==> src/rtl/reg_bank_pkg.sv <==
// Shared widths, address constants and types for the register bank.
package reg_bank_pkg;

    localparam int REG_ADDR_W = 5;
    localparam int REG_DATA_W = 32;

    typedef logic [REG_ADDR_W-1:0] reg_addr_t;
    typedef logic [REG_DATA_W-1:0] reg_data_t;

    // x0 is hardwired to zero and never marked busy
    localparam reg_addr_t ZERO_REG = '0;

endpackage

==> src/rtl/reg_bank_scoreboard.sv <==
// Busy-bit scoreboard: one pending-write flag per register, set on issue,
// cleared on write-back, with two combinational read ports.
module reg_bank_scoreboard
    import reg_bank_pkg::*;
#(
    parameter int ADDR_W   = REG_ADDR_W,
    parameter int NUM_REGS = 1 << ADDR_W
) (
    input  logic              clk,
    input  logic              rst,
    input  logic              set_en,
    input  logic [ADDR_W-1:0] set_addr,
    input  logic              clr_en,
    input  logic [ADDR_W-1:0] clr_addr,
    input  logic [ADDR_W-1:0] addr_a,
    input  logic [ADDR_W-1:0] addr_b,
    output logic              busy_a,
    output logic              busy_b
);

    logic [NUM_REGS-1:0] busy_q;
    logic [NUM_REGS-1:0] busy_d;

    // Next busy vector: clear applied first so a same-cycle issue wins; x0 stays clear
    always_comb begin
        busy_d    = busy_q;
        busy_d[0] = 1'b0;
        for (int i = 1; i < NUM_REGS; i++) begin
            if (clr_en && clr_addr == ADDR_W'(i)) busy_d[i] = 1'b0;
            if (set_en && set_addr == ADDR_W'(i)) busy_d[i] = 1'b1;
        end
    end

    // Busy storage, wiped immediately by reset
    always_ff @(posedge clk or posedge rst) begin
        if (rst) busy_q <= '0;
        else     busy_q <= busy_d;
    end

    // Read ports: x0 and out-of-range addresses never match, so they read 0
    always_comb begin
        busy_a = 1'b0;
        busy_b = 1'b0;
        for (int i = 1; i < NUM_REGS; i++) begin
            if (addr_a == ADDR_W'(i)) busy_a = busy_q[i];
            if (addr_b == ADDR_W'(i)) busy_b = busy_q[i];
        end
    end

endmodule

==> src/rtl/reg_bank_sb.sv <==
// Two-read, one-write register bank with a busy scoreboard.
// Optional macro REG_BANK_BYPASS_EN forwards a same-cycle write-back to the
// read ports (data shown, busy hidden) without touching stored state.
module reg_bank_sb
    import reg_bank_pkg::*;
#(
    parameter int ADDR_W   = REG_ADDR_W,
    parameter int DATA_W   = REG_DATA_W,
    parameter int NUM_REGS = 1 << ADDR_W
) (
    input  logic              clk,
    input  logic              rst,
    input  logic              RegWEn,
    input  logic [ADDR_W-1:0] AddrD,
    input  logic [DATA_W-1:0] DataD,
    input  logic              IssueEn,
    input  logic [ADDR_W-1:0] IssueAddr,
    input  logic [ADDR_W-1:0] AddrA,
    input  logic [ADDR_W-1:0] AddrB,
    output logic [DATA_W-1:0] DataA,
    output logic [DATA_W-1:0] DataB,
    output logic              BusyA,
    output logic              BusyB
);

    logic [DATA_W-1:0] regs [NUM_REGS];
    logic [DATA_W-1:0] stored_a;
    logic [DATA_W-1:0] stored_b;
    logic              sb_busy_a;
    logic              sb_busy_b;
    logic              wr_valid;

    assign wr_valid = RegWEn && (AddrD != ADDR_W'(ZERO_REG));

    reg_bank_scoreboard #(
        .ADDR_W   (ADDR_W),
        .NUM_REGS (NUM_REGS)
    ) u_scoreboard (
        .clk      (clk),
        .rst      (rst),
        .set_en   (IssueEn),
        .set_addr (IssueAddr),
        .clr_en   (RegWEn),
        .clr_addr (AddrD),
        .addr_a   (AddrA),
        .addr_b   (AddrB),
        .busy_a   (sb_busy_a),
        .busy_b   (sb_busy_b)
    );

    // Register storage: x0 is never written, out-of-range writes match nothing
    always_ff @(posedge clk or posedge rst) begin
        if (rst) begin
            for (int i = 0; i < NUM_REGS; i++) regs[i] <= '0;
        end else begin
            for (int i = 1; i < NUM_REGS; i++) begin
                if (wr_valid && AddrD == ADDR_W'(i)) regs[i] <= DataD;
            end
        end
    end

    // Stored-state read mux; x0 and out-of-range addresses read 0
    always_comb begin
        stored_a = '0;
        stored_b = '0;
        for (int i = 1; i < NUM_REGS; i++) begin
            if (AddrA == ADDR_W'(i)) stored_a = regs[i];
            if (AddrB == ADDR_W'(i)) stored_b = regs[i];
        end
    end

`ifdef REG_BANK_BYPASS_EN
    logic wr_hit;
    logic byp_a;
    logic byp_b;

    // A write-back only forwards when it would actually land in a real register
    always_comb begin
        wr_hit = 1'b0;
        for (int i = 1; i < NUM_REGS; i++) begin
            if (AddrD == ADDR_W'(i)) wr_hit = wr_valid;
        end
    end

    assign byp_a = wr_hit && !rst && (AddrD == AddrA);
    assign byp_b = wr_hit && !rst && (AddrD == AddrB);

    assign DataA = byp_a ? DataD : stored_a;
    assign DataB = byp_b ? DataD : stored_b;
    assign BusyA = byp_a ? 1'b0  : sb_busy_a;
    assign BusyB = byp_b ? 1'b0  : sb_busy_b;
`else
    assign DataA = stored_a;
    assign DataB = stored_b;
    assign BusyA = sb_busy_a;
    assign BusyB = sb_busy_b;
`endif

endmodule

==> config.mk <==
export PLATFORM = sky130hd
export DESIGN_NAME = reg_bank_sb
export DESIGN_NICKNAME = d
export VERILOG_FILES = /design/src/rtl/reg_bank_pkg.sv /design/src/rtl/reg_bank_scoreboard.sv /design/src/rtl/reg_bank_sb.sv
export SDC_FILE = /design/constraint.sdc
export NUM_CORES = 2
export LEC_CHECK = 0
export ABC_CLOCK_PERIOD_IN_PS = 44700
export CAP_MARGIN = 0
export CORE_UTILIZATION = 45
export CTS_BUF_LIST = sky130_fd_sc_hd__clkbuf_16
export CTS_CLUSTER_DIAMETER = 120
export DETAILED_ROUTE_END_ITERATION = 7
export PLACE_DENSITY = 0.62
export SETUP_SLACK_MARGIN = 0.15
export SYNTH_ARGS = -nofsm -noshare
export SYNTH_HDL_FRONTEND = slang
export SYNTH_SLANG_ARGS = --single-unit
export TNS_END_PERCENT = 5
==> constraint.sdc <==
create_clock -name clk -period 44.7 [get_ports clk]
set_input_delay 8.94 -clock clk [delete_from_list [all_inputs] [get_ports clk]]
set_output_delay 8.94 -clock clk [all_outputs]
set_load 0.05 [all_outputs]
After elaboration in Yosys (flattened, before gate mapping)
Index checks and enable logic that the tools add are counted.
Widths: inputs -> output; s select.
{"block": "word_totals", "regBits": 1023, "latch_bits": 0, "mem_bits_rw": 0, "rom_bits": 0, "input_bits": 56, "output_inout_bits": 66, "wordCells": 498, "memories": 0}
{"block": "op_classes", "addsub": 0, "multipliers": 0, "div_mod_pow": 0, "order_cmp": 0, "n_eq_ne": 124, "n_shift": 0, "muxes": 186, "n_bitwise": 0, "n_reduce_logical": 126}
{"cell": "$mux 32", "n": 62}
{"cell": "$eq 5x5->1 const B", "n": 64}
{"cell": "$eq 5x4->1 const B", "n": 32}
{"cell": "$mux 1", "n": 124}
{"cell": "$logic_and 1x1->1", "n": 94}
{"cell": "$eq 5x3->1 const B", "n": 16}
{"cell": "$reduce_bool 2->1", "n": 31}
{"cell": "$eq 5x2->1 const B", "n": 8}
{"cell": "$eq 5x1->1 const B", "n": 4}
{"cell": "$reduce_bool 5->1", "n": 1}

Logic depth before layout (Yosys ltp)
{"block": "depth", "ltp_word": 32, "ltp_mapped": 11, "mapped_depth_nobuf": 7}

By module
From an unflattened synthesis, not the netlist that was laid out.
{"block": "unflattened", "cells_unflattened": 5502, "area_unflattened_um2": 57780.4}
{"module": "reg_bank_sb", "instances": 1, "cells_each": 5243, "area_each_um2": 55610.8, "seq_area_each_um2": 24823.8}
{"module": "reg_bank_scoreboard", "instances": 1, "cells_each": 259, "area_each_um2": 2169.6, "seq_area_each_um2": 775.7}

Least setup slack after synthesis
OpenSTA, ideal clock, no wires.
{"block": "synth_path", "path_type": "input port to output port", "from": "in AddrA[1]", "to": "out DataA[22]", "arrival_time_ns": 11.490, "required_time_ns": 35.760, "path_slack_ns": 24.270, "stages": 9, "n_path_buf": 2, "cell_sequence": "buf_2 > buf_6 > nand2b_1 > nor3_2 > nand2_1 > and4_1 > o221ai_1 > o2111ai_1 > a211oi_1"}
{"block": "synth_via", "elab_chain_len": 32, "word_cells_on_any_way": 62, "classes_between": "eq/ne: 31; mux: 31"}
{"item": "from (decl)", "line_no": "reg_bank_sb.sv:18", "source": "input logic [ADDR_W-1:0] AddrA,"}
{"item": "$eq 5x1->1", "line_no": "reg_bank_sb.sv:67", "source": "if (AddrA == ADDR_W'(i)) stored_a = regs[i];"}
{"item": "$mux 32 (30 in a row)", "line_no": "reg_bank_sb.sv:67"}
{"item": "$mux 32 *", "line_no": "reg_bank_sb.sv:67"}
{"item": "to (decl)", "line_no": "reg_bank_sb.sv:20", "source": "output logic [DATA_W-1:0] DataA,"}
Mark *: on every way between the ends. The rest lies on a longest branch, timed or not.

Worst setup path after layout
{"block": "layout_path", "from": "in AddrA[0]", "to": "out DataA[3]"}
The elaborated chain is that of the path after synthesis.

==> metrics.md <==
| Metric | Value |
|---|---|
| GRT overflow | 0 |
| Worst skew pair latency | 0.75 ns |
| Crit start category | input port |
| H-tree levels | 3 |
| Synthesized flop and latch total | 1023 |
| Multi-input logic area | 28400 um^2 |
| Final core occ | 50.6% |
| Area fraction of the dominant cell type after synthesis | 45.5% |
| Hold_ws | 0.511 ns |
| Fmax | 0.0424 GHz |
| Vias | 51700 |
| CTS Sinks | 1023 |
| 1st-iter DRT viols | 8752 |
| Worst-path clk slew | 0.06 ns |
| Synthesized net count | 5468 |
| Fill cells | 11300 |
| Full die area | 126000 um^2 |
| CTS Buf Count | 110 |
| Synth top area cells | dfrtp_1 (46%), mux2_2 (20%), o21ai_0 (3.7%), a21oi_1 (2.9%), o22ai_1 (2.2%) |
| Xor/xnor share of the synthesized area | 0.0156% |
| Die X | 356 um |
| Chip Height | 356 um |
| Crit path kind | input port to output port |
| Async set-or-reset flop fraction in the synthesized netlist | 100% |
| Worst Hold Class | register to register |
| Residual DRC | 26 |
| Finished Cell Area | 62600 um^2 |
| Layout Nets | 5388 |
| Fraction of layout cells with a size suffix above 1 | 27.6% |
| CP Data Arrival Time | 14.63 ns |
| I/O Buffers | 121 |
| CTS tree | built |
| Sequential share of the synthesized area | 45.5% |
| Req. time, crit path | 35.76 ns |
| Post-Syn Area | 56300 um^2 |
| Syn Area/Cell | 10.4 um^2 |
| EDFF count, synth | 0 |
| I/O pin count | 122 |
| # Post-CTS Setup Buffers | 0 |
| Max FO, Critical Path | 42 |
| Tot GR Track Use | 40.8% |
| Count of different cell masters after synthesis | 91 |
| Yosys top cell by area | dfrtp_1 |
| Total Wirelength | 262000 um |
| Max-Cap Viols | 0 |
| # setup viols final | 0 |
| Synth Area in Compound Gates | 19.4% |
| Initial Util | 45.4% |
| Clock Path Buffers | 3 |
| Placed Area | 59100 um^2 |
| Fin. Hold Viols | 0 |
| Largest net degree at the start of global routing | 171 |
| Std cell rows | 129 |
| Power per Cell Area | 43.6 nW/um^2 |
| CORE AREA | 124000 um^2 |
| Fin crit share | 52.7% |
| Largest family of logic cells by synthesized area | multiplexers |
| Status | complete, but fails checks |
| Failing checks | DRC |
| Sum Neg Setup Slack | 0 ns |
| Drt pass-1 iters | 8 |
| Synth warn | 0 |
| First-pass GRT wire length | 371000 um |
| Hold Buf Count CTS | 0 |
| Hpwl dp | 173000 um |
| Worst-Margin Slew | 1.41 ns |
| Relative slew slack | 5.06% |
| RSZ-0062 raised after global routing | no |
| Post-DR wirelength/cell | 37.1 um |
| Cells after Synth | 5412 |
| Tmin final | 23.57 ns |
| Vias in the first global route | 50000 |
| Via density | 7.31 |
| Synth Flop Type | dfrtp_1 |
| Antenna violations before repair | 13 |
| Pleak | 26.5 nW |
| Final ANT Viol Nets | 0 |
| Adder-Cell Fraction of Synth Area | 0% |
| Post-CTS resize count | 0 |
| Slew Limit Fails | 0 |
| Skew final | 0 ns |
| P&R area growth vs syn | 11.3% |
| Proportion of synthesized area in mux cells | 22.0% |
| Storage cell area | 25600 um^2 |
| Peak supply drop | 0.0378 mV |
| Clk root buf | clkbuf_16 |
| Final GP Congestion | 1.01 |
| Critical Path End Type | output port |
| Synth Area in Simple Gates | 8.63% |
[cells by family after synthesis]
group,after synthesis
buffers and inverters,586
xor gates and xnor gates,1
DFF,1023
AOI/OAI and AO/OA,1672
and+or+nand+nor,1025
muxes,1105
[area by class of cell]
class                   count  area share (%)
clock buffers             110            4.40
multi-input cells        3803            45.4
clock inverters            97            1.24
flip-flops and latches   1023            40.9
inverters                  61           0.378
well taps                1637            3.27
diodes                      3          0.0120
repair buffers            333            4.47
[synthesized netlist by cell type, drive strengths merged (19+ instances only)]
| library cell | number |
|---|---|
| dfrtp | 1023 |
| mux2 | 1002 |
| o21ai | 428 |
| a21oi | 329 |
| clkbuf | 321 |
| nand2 | 321 |
| nor2 | 295 |
| buf | 204 |
| o22ai | 201 |
| a22oi | 144 |
| mux2i | 98 |
| nor3 | 93 |
| nand3 | 91 |
| a221oi | 77 |
| inv | 59 |
| o221ai | 51 |
| o211ai | 50 |
| a31oi | 47 |
| nor2b | 39 |
| a22o | 35 |
| o31ai | 34 |
| a211oi | 33 |
| nand4 | 31 |
| o22a | 31 |
| nand2b | 26 |
| nor4 | 23 |
| o2bb2ai | 22 |
| a21o | 19 |
[cells in the final DEF, fill, tap and decap left out, types with 50 or more instances in the layout]
| cell type | n |
|---|---|
| o22ai_1 | 201 |
| o221ai_1 | 51 |
| mux2_2 | 1002 |
| o21ai_0 | 415 |
| mux2i_1 | 98 |
| nor3_1 | 85 |
| nand3_1 | 90 |
| a221oi_1 | 77 |
| a22oi_1 | 144 |
| nor2_1 | 264 |
| buf_4 | 213 |
| dfrtp_1 | 1023 |
| nand2_1 | 311 |
| inv_1 | 78 |
| a21oi_1 | 327 |
| o211ai_1 | 50 |
| clkdlybuf4s50_1 | 111 |
| clkbuf_16 | 110 |
[stage by stage]
step / std cells / total power [mW] / setup WS, ns
floorplan: 5412 / 1.58 / 6.97
global placement: 6856 / 1.77 / 21.61
detailed placement: 6857 / 1.79 / 21.81
CTS: 7064 / 2.70 / 21.81
global route: 7064 / 2.81 / 21.41
finish: 7067 / 2.73 / 21.13
[state kept, by name, summed over array words and instances, names as in the netlist]
name and flops:
u_scoreboard.busy_q 31, regs 992
[report_power, final]
group	switching, mW	leakage (nW)	internal [mW]
clock network	0.416	1.79	0.511
registers	0.172	13.0	1.11
logic	0.293	11.7	0.228
total	0.880	26.5	1.85
[worst max-delay path: stages]
cell	delay, ns
buf_4	0.35
buf_4	0.61
nand2b_1	0.62
nor3_2	0.93
a222oi_1	0.24
a21oi_1	0.79
a2111oi_1	0.16
o21ai_0	0.94
clkdlybuf4s50_1	0.99
[worst paths after layout]
check                      startpoint  slack (ns)        end  depth (start not counted)
min reg2reg                 regs[453]        0.51  regs[453]                          1
max                          AddrA[0]       21.13   DataA[3]                          9
max reg2reg                  regs[81]       43.81   regs[81]                          1
max in group asynchronous         rst       32.74  regs[179]                          5
min                         regs[453]        0.51  regs[453]                          1
min in group asynchronous         rst        8.78  regs[717]                          2
[routing by layer]
layer	part of all wire, %	wire length (um)	up-vias	GRT usage [%]
met5	0.016	41	-	0
met4	9.0	23700	6	30.4
met3	13	34100	1186	12.7
met2	41	108000	4356	57.7
met1	37	96500	25900	52.1
li1	-	-	20200	-
(Power assumes the default switching activity.)
